[config.mk]
export PLATFORM = sky130hd
export DESIGN_NAME = ram_loader_prueba
export DESIGN_NICKNAME = d
export VERILOG_FILES = /design/src/rtl/ram_loader_prueba.sv
export SDC_FILE = /design/constraint.sdc
export NUM_CORES = 1
export LEC_CHECK = 0
export CAP_MARGIN = 20
export CELL_PAD_IN_SITES_DETAIL_PLACEMENT = 1
export CELL_PAD_IN_SITES_GLOBAL_PLACEMENT = 2
export CORE_MARGIN = 4
export CORE_UTILIZATION = 31
export CTS_CLUSTER_DIAMETER = 150
export DETAILED_ROUTE_END_ITERATION = 10
export MAX_ROUTING_LAYER = met4
export PLACE_DENSITY_LB_ADDON = 0.05
export SYNTH_ARGS = -nofsm -noshare
export SYNTH_HDL_FRONTEND = slang
export SYNTH_SLANG_ARGS = --single-unit
[constraint.sdc]
create_clock -name clk -period 2.5 [get_ports clk]
set_input_delay 0.625 -clock clk [delete_from_list [all_inputs] [get_ports clk]]
set_output_delay 0.625 -clock clk [all_outputs]
set_load 0.005 [all_outputs]
[src/rtl/ram_loader_prueba.sv]
// ram_loader_prueba: streams a 64x8 read-only image RAM into a 4-PE systolic
// array, one 4-word block at a time. Each word is zero-extended to the PE lane
// width and packed onto data_out. A load_next/tpu_ready handshake with the
// array gates progress from one block to the next.
module ram_loader_prueba #(
    parameter int RAM_ADDR_WIDTH = 6,
    parameter int RAM_DATA_WIDTH = 8,
    parameter int PE_DATA_WIDTH  = 16,
    parameter int DEPTH          = 4,
    parameter int LATENCY        = 3
) (
    input  logic                             clk,
    input  logic                             reset,
    input  logic                             start,
    input  logic                             tpu_ready,
    output logic [PE_DATA_WIDTH*DEPTH-1:0]   data_out,
    output logic                             data_valid,
    output logic                             done,
    output logic                             load_next
);

    typedef enum logic [2:0] {
        IDLE     = 3'd0,
        LOAD     = 3'd1,
        WAIT_TPU = 3'd2,
        FINISH   = 3'd3,
        DONE     = 3'd4
    } state_t;

    localparam int RAM_DEPTH   = 2 ** RAM_ADDR_WIDTH;
    localparam int LOAD_CYCLES = DEPTH + LATENCY;
    localparam int CYC_W       = $clog2(LOAD_CYCLES + 1);
    localparam int WC_W        = $clog2(DEPTH + 1);
    localparam int IDX_W       = (DEPTH > 1) ? $clog2(DEPTH) : 1;
    // base_addr carries one extra bit so stepping past the last block never wraps
    localparam int BASE_W      = RAM_ADDR_WIDTH + 1;

    localparam logic [CYC_W-1:0]  ISSUE_END     = CYC_W'(DEPTH - 1);
    localparam logic [CYC_W-1:0]  FIRST_CAPTURE = CYC_W'(LATENCY);
    localparam logic [CYC_W-1:0]  LOAD_END      = CYC_W'(LOAD_CYCLES - 1);
    localparam logic [BASE_W-1:0] LAST_BASE     = BASE_W'(RAM_DEPTH - DEPTH);

    state_t                       current_state;
    logic [BASE_W-1:0]            base_addr;
    logic [RAM_ADDR_WIDTH-1:0]    ram_address;
    logic [WC_W-1:0]              word_counter;
    logic [PE_DATA_WIDTH-1:0]     data_buffer [DEPTH];

    logic [CYC_W-1:0]             loadCycle_q;
    logic [RAM_DATA_WIDTH-1:0]    readPipe_q [LATENCY];
    logic [RAM_DATA_WIDTH-1:0]    mem [RAM_DEPTH];

    logic [PE_DATA_WIDTH-1:0]       capturedWord_d;
    logic [IDX_W-1:0]               captureIdx_d;
    logic [PE_DATA_WIDTH*DEPTH-1:0] blockOut_d;

    // Image RAM contents: every 4-word group reads 09, 02, 03, 04
    for (genvar a = 0; a < RAM_DEPTH; a++) begin : g_rom
        assign mem[a] = ((a % 4) == 0) ? RAM_DATA_WIDTH'(9) : RAM_DATA_WIDTH'((a % 4) + 1);
    end

    assign capturedWord_d = PE_DATA_WIDTH'(readPipe_q[LATENCY-1]);
    assign captureIdx_d   = IDX_W'(loadCycle_q - FIRST_CAPTURE);

    // Packed block as it will look once the word arriving now lands in the last lane
    always_comb begin
        blockOut_d = '0;
        for (int k = 0; k < DEPTH - 1; k++) begin
            blockOut_d[k*PE_DATA_WIDTH +: PE_DATA_WIDTH] = data_buffer[k];
        end
        blockOut_d[(DEPTH-1)*PE_DATA_WIDTH +: PE_DATA_WIDTH] = capturedWord_d;
    end

    // RAM read pipeline: the word at ram_address emerges LATENCY cycles later
    always_ff @(posedge clk or posedge reset) begin
        if (reset) begin
            for (int i = 0; i < LATENCY; i++) begin
                readPipe_q[i] <= '0;
            end
        end else begin
            readPipe_q[0] <= mem[ram_address];
            for (int i = 1; i < LATENCY; i++) begin
                readPipe_q[i] <= readPipe_q[i-1];
            end
        end
    end

    // Block-fetch FSM: issue addresses, capture returning words, handshake with the array
    always_ff @(posedge clk or posedge reset) begin
        if (reset) begin
            current_state <= IDLE;
            base_addr     <= '0;
            ram_address   <= '0;
            word_counter  <= '0;
            loadCycle_q   <= '0;
            for (int k = 0; k < DEPTH; k++) begin
                data_buffer[k] <= '0;
            end
            data_out      <= '0;
            data_valid    <= 1'b0;
            done          <= 1'b0;
            load_next     <= 1'b0;
        end else begin
            case (current_state)
                IDLE, DONE: begin
                    if (start) begin
                        current_state <= LOAD;
                        base_addr     <= '0;
                        ram_address   <= '0;
                        word_counter  <= '0;
                        loadCycle_q   <= '0;
                        done          <= 1'b0;
                    end
                end

                LOAD: begin
                    if (loadCycle_q < ISSUE_END) begin
                        ram_address <= ram_address + RAM_ADDR_WIDTH'(1);
                    end
                    if (loadCycle_q >= FIRST_CAPTURE) begin
                        data_buffer[captureIdx_d] <= capturedWord_d;
                        word_counter              <= word_counter + WC_W'(1);
                    end
                    if (loadCycle_q == LOAD_END) begin
                        current_state <= WAIT_TPU;
                        data_out      <= blockOut_d;
                        data_valid    <= 1'b1;
                        load_next     <= 1'b1;
                        loadCycle_q   <= '0;
                    end else begin
                        loadCycle_q <= loadCycle_q + CYC_W'(1);
                    end
                end

                WAIT_TPU: begin
                    if (tpu_ready) begin
                        data_valid <= 1'b0;
                        load_next  <= 1'b0;
                        base_addr  <= base_addr + BASE_W'(DEPTH);
                        if (base_addr == LAST_BASE) begin
                            current_state <= FINISH;
                        end else begin
                            current_state <= LOAD;
                            ram_address   <= RAM_ADDR_WIDTH'(base_addr + BASE_W'(DEPTH));
                            word_counter  <= '0;
                            loadCycle_q   <= '0;
                        end
                    end
                end

                FINISH: begin
                    current_state <= DONE;
                    done          <= 1'b1;
                end

                default: begin
                    current_state <= IDLE;
                end
            endcase
        end
    end

endmodule

==> impl_metrics.json, run 1 <==
{
  "status": "complete, no violations",
  "grt_max_degree": 56,
  "finalSetupViolations": 0,
  "vias": 1422,
  "antenna_found_initial": 0,
  "h-tree-depth": 2,
  "pwr-share-clk": 0.176,
  "syn2layout_area_growth_pct": 10.2,
  "start_util": 0.317,
  "pwr-share-comb": 0.326,
  "rows": 33,
  "hpwl_mm": 3.36,
  "synth_seq_cells": 55,
  "worstPathArrival_ns": 2.25,
  "overflow": 0,
  "setup_tns_ns": 0,
  "slowest_delay_ns": 0.58,
  "drive_gt1_frac": 0.199,
  "crit_type": "flop to flop",
  "power.share.switching": 0.322,
  "first_pass_iters": 4,
  "min_period_ns": 2.06,
  "synthCells": 206,
  "clk_pin_slew_ns": 0.09,
  "rsz0062_at_grt": "false",
  "hold_class": "flop to flop",
  "synth-edff-count": 0,
  "dpl.cell_count": 328,
  "maxSlewViolCount": 0,
  "drtAntennaViolNets": 0,
  "worst-r2r-cell-count": 3,
  "die_x_um": 99.5,
  "routedWlPerCell_um": 13.7,
  "async_flop_share": 1.00,
  "setup.worst_path.end_class": "flop",
  "ir_drop_mv": 0.298,
  "fillerInstances": 901,
  "worst_ep_required_time_ns": 2.69,
  "rr_startpoint": "current_state[0]",
  "worstPathCellList": "or3b_1 > nor4b_4 > mux2_2",
  "antenna_cells": 0,
  "synth_top_area_frac": 0.531,
  "switchingPower_mw": 0.968,
  "root_buffer": "clkbuf_8",
  "grt_pass1_vias": 1463,
  "yosysMostFrequentCell": "dfrtp_1",
  "dieArea_um2": 9890,
  "cts_buffer_depth": 2,
  "grt_pass1_wl_mm": 7.60,
  "maxCapViolations": 0,
  "synth.distinct_cells": 39,
  "startpoint": "current_state[0]",
  "syn_area_um2": 2590,
  "power_leakage_nw": 1.39,
  "tritoncts": "done",
  "max_freq_mhz": 485,
  "crit_end": "blockOut_d[33]",
  "synth_area_leader_cell": "dfrtp_1",
  "p_seq_frac": 0.498,
  "cp.buffers_inverters": 0,
  "cp_slowest_cell": "or3b_1",
  "clock-sinks": 55,
  "final_cell_count_no_fill": 336,
  "wirelength_mm": 4.61,
  "r2r-end": "blockOut_d[33]",
  "die_h_um": 99.5,
  "hold_buffers": 0,
  "postCtsSetupBuffers": 0,
  "synth_common_cells": "55 x dfrtp_1, 50 x buf_4, 28 x mux2_2, 8 x inv_1, 7 x a21oi_1",
  "min_from": "readPipe_q[8]",
  "hold_viol": 0,
  "nNetsFinal": 239,
  "cts_buffers": 5,
  "drtIter0Drc": 24,
  "clk_latency_ns": 0.30,
  "seq_area_frac_synth": 0.531,
  "coreArea_um2": 8180,
  "cts_resized": 0,
  "p_int_mw": 2.04,
  "p_per_area_nw_per_um2": 1050,
  "clock_skew_ns": 0.00713,
  "path_depth": 3,
  "drc": 0,
  "cp_top_family": "simple AND/OR/NAND/NOR gates",
  "synth_area_per_cell_um2": 12.6,
  "port_buffers": 22,
  "crit_fanout": 10,
  "r2r_slack_ns": 0.44,
  "ys.flop_type": "dfrtp_1",
  "startpoint_type": "flop",
  "avgViaCountPerCell": 4.23,
  "yosys_warnings": 0,
  "track_usage": 0.100,
  "post-route-period-util": 0.824,
  "place_congestion": 0.692,
  "io_pins": 71,
  "synth.area.top_cells": "dfrtp_1 53%, buf_4 14%, mux2_2 12%"
}
==> metrics by stage <==
stage	instance area [um^2]	utilization	power, mW	setup WS (ns)	hold WS [ns]
floorplan	2770	-	2.13	0.532	0.331
global placement	2750	0.337	2.48	0.322	0.334
detailed placement	2750	0.337	2.53	0.284	0.336
CTS	2860	0.349	3.07	0.385	0.353
global route	2860	0.349	3.24	0.307	0.371
finish	2860	0.349	3.01	0.439	0.350
==> registers in the layout (all words and copies together) (netlist names) <==
register and count:
data_out 16, blockOut_d 16, readPipe_q 8, ram_address 2, loadCycle_q 3, load_next 1
base_addr 5, done 1, current_state 3
==> layer usage <==
layer,track usage,up-vias,wire length [um]
met5,-,-,0
met4,0.0347,0,81
met3,0.0266,5,318
met2,0.164,53,2240
met1,0.120,717,1960
li1,-,647,-
==> how the worst min path moves through the flow <==
stage,to,slack (ns),cells past startpoint
final,blockOut_d[48],0.35,0
after CTS,blockOut_d[48],0.35,0
after detailed placement,blockOut_d[49],0.34,0
after floorplan,blockOut_d[48],0.33,0
after global routing,blockOut_d[49],0.37,0
after global placement,blockOut_d[49],0.33,0
==> logic make-up (layout without fill, tap and decap cells) <==
family / Yosys count / after routing / synth area share
compound gates: 21 / 21 / 0.0512
buf+inv: 63 / 41 / 0.167
simple gates: 30 / 30 / 0.0922
mux: 31 / 31 / 0.133
other cells: 1 / 48 / 0.00145
flops: 55 / 55 / 0.531
fa+ha+maj: 5 / 5 / 0.0241
==> placed cells by master (no fill, tap or decap), types with 2 or more instances in the layout <==
master | synthesis | routed
a21o_1 | 2 | 2
a21oi_1 | 7 | 7
buf_4 | 50 | 2
clkbuf_8 | 0 | 7
clkdlybuf4s50_1 | 0 | 22
conb_1 | 1 | 48
dfrtp_1 | 55 | 55
ha_1 | 5 | 5
inv_1 | 8 | 7
mux2_2 | 28 | 28
mux2i_1 | 3 | 3
nand2_1 | 5 | 5
nand3_1 | 3 | 3
nand4_1 | 2 | 2
nor2_1 | 3 | 3
o211ai_1 | 3 | 3
o21ai_0 | 4 | 4
or3_1 | 2 | 2
==> area by class of cell <==
class,count,area [um^2],area share
clock inverters,1,7.51,0.00263
repair buffers,25,255,0.0894
flip-flops and latches,55,1380,0.482
multi-input cells,135,960,0.336
inverters,8,30.0,0.0105
well taps,105,131,0.0460
clock buffers,7,96.3,0.0337
==> power groups by stage <==
stage | registers [mW] | logic, mW | clock network [mW]
2_1_floorplan | 1.41 | 0.726 | 0
3_3_place_gp | 1.51 | 0.967 | 0
3_5_place_dp | 1.53 | 1.00 | 0
4_1_cts | 1.51 | 1.00 | 0.559
5_1_grt | 1.56 | 1.09 | 0.591
6_report | 1.50 | 0.980 | 0.528
(Power assumes the default switching activity.)
==> run 2: changes to the inputs <==
- clock period: 2.5 -> 2 ns (I/O delays scaled with it)
==> impl_metrics.json, run 2 (synthesis results as in run 1) <==
{
  "status": "complete, no violations",
  "worstPathCellList": "or3b_1 > nor4b_4 > mux2_2",
  "drc": 0,
  "post-route-period-util": 0.937,
  "setup_slack_ns": 0.126,
  "io_pins": 71,
  "setup_tns_ns": 0,
  "fin_area_um2": 2900,
  "setup.worst_path.end_class": "flop",
  "switchingPower_mw": 1.22,
  "h-tree-depth": 2,
  "clk_latency_ns": 0.30,
  "grt_pass1_vias": 1498,
  "postCtsSetupBuffers": 0,
  "root_buffer": "clkbuf_8",
  "place_congestion": 0.698,
  "pre_cts_ws_ns": 0.0187,
  "p_int_mw": 2.54,
  "p_per_area_nw_per_um2": 1300,
  "first_pass_iters": 4,
  "crit_fanout": 5,
  "tritoncts": "done",
  "cts_resized": 0,
  "clock-sinks": 55,
  "die_x_um": 99.5,
  "die_h_um": 99.5,
  "power_leakage_nw": 1.42,
  "rows": 33,
  "wirelength_mm": 4.73,
  "rsz0062_at_grt": "false",
  "port_buffers": 22,
  "drtAntennaViolNets": 0,
  "clock_skew_ns": 0.00914,
  "drtIter0Drc": 32,
  "cts_buffers": 5,
  "antenna_found_initial": 0,
  "multiInputGateArea_um2": 960,
  "min_period_ns": 1.87,
  "total_power_mw": 3.76,
  "antenna_cells": 0,
  "start_util": 0.317,
  "worst_ep_required_time_ns": 2.20,
  "hold_viol": 0,
  "cp_top_family": "simple AND/OR/NAND/NOR gates",
  "overflow": 0,
  "p_seq_frac": 0.480,
  "pwr-share-clk": 0.158,
  "finalSetupViolations": 0,
  "grt_max_degree": 44,
  "pwr-share-comb": 0.362,
  "clk_pin_slew_ns": 0.10,
  "syn2layout_area_growth_pct": 11.7,
  "ir_drop_mv": 0.406,
  "fillerInstances": 902,
  "crit_type": "flop to flop",
  "vias": 1472,
  "dieArea_um2": 9890,
  "nNetsFinal": 247,
  "placed_area_um2": 2810,
  "grt_pass1_wl_mm": 7.96,
  "cts_buffer_depth": 2,
  "regArea_um2": 1380,
  "layout_common_cells": "55 x dfrtp_1, 48 x conb_1, 28 x mux2_2",
  "avgViaCountPerCell": 4.29,
  "max_freq_mhz": 534,
  "hold_buffers": 0,
  "slowest_delay_ns": 0.57,
  "track_usage": 0.105,
  "maxSlewViolCount": 0,
  "hold_class": "flop to flop",
  "power.share.switching": 0.325,
  "startpoint_type": "flop",
  "hpwl_mm": 3.51,
  "routedWlPerCell_um": 13.8,
  "final_common_cell": "dfrtp_1",
  "coreArea_um2": 8180,
  "cp.buffers_inverters": 0,
  "cp_slowest_cell": "or3b_1",
  "drive_gt1_frac": 0.223,
  "worstPathArrival_ns": 2.07,
  "maxCapViolations": 0
}
-- run 2: cell types whose count changed in the layout (fill, tap and decap cells not counted) --
cell	previous run	this run
clkinv_2	0	1
clkinv_4	0	1
clkbuf_8	7	5
buf_4	2	10
clkinvlp_4	1	0
-- run 2: power by group through the flow --
stage	clock network, mW	logic (mW)	registers, mW
after floorplan	0	0.907	1.76
after global placement	0	1.36	1.82
after detailed placement	0	1.39	1.84
after CTS	0.628	1.40	1.82
after global routing	0.674	1.53	1.88
final	0.593	1.36	1.81
-- run 2: through the flow --
| stage | hold slack [ns] | util | instances |
|---|---|---|---|
| 2_1_floorplan | 0.331 | - | 253 |
| 3_3_place_gp | 0.334 | 0.344 | 336 |
| 3_5_place_dp | 0.336 | 0.344 | 336 |
| 4_1_cts | 0.359 | 0.354 | 343 |
| 5_1_grt | 0.372 | 0.354 | 343 |
| 6_report | 0.355 | 0.354 | 343 |
-- run 2: cell type report --
type | count | area share
Sequential cell | 55 | 0.475
Multi-Input combinational cell | 135 | 0.331
Timing Repair Buffer | 33 | 0.109
Tap cell | 105 | 0.0454
Clock buffer | 5 | 0.0238
Inverter | 8 | 0.0104
Clock inverter | 2 | 0.00475
-- run 2: metal layers --
layer	vias to the layer above	wire (um)	global-route usage
met5	-	0	-
met4	0	59	0.0347
met3	4	278	0.0281
met2	48	2340	0.165
met1	751	2060	0.132
li1	669	-	-
-- run 2: worst paths after layout --
check                                 startpoint        endpoint  slack (ns)  depth (start not counted)
worst min register to register    readPipe_q[17]   readPipe_q[9]        0.36                          0
worst min-delay path              readPipe_q[17]   readPipe_q[9]        0.36                          0
worst max register to register  current_state[1]  blockOut_d[32]        0.13                          3
min in group asynchronous                  reset  blockOut_d[18]        0.44                          2
max in group asynchronous                  reset    data_out[33]        1.02                          3
worst max-delay path            current_state[1]  blockOut_d[32]        0.13                          3
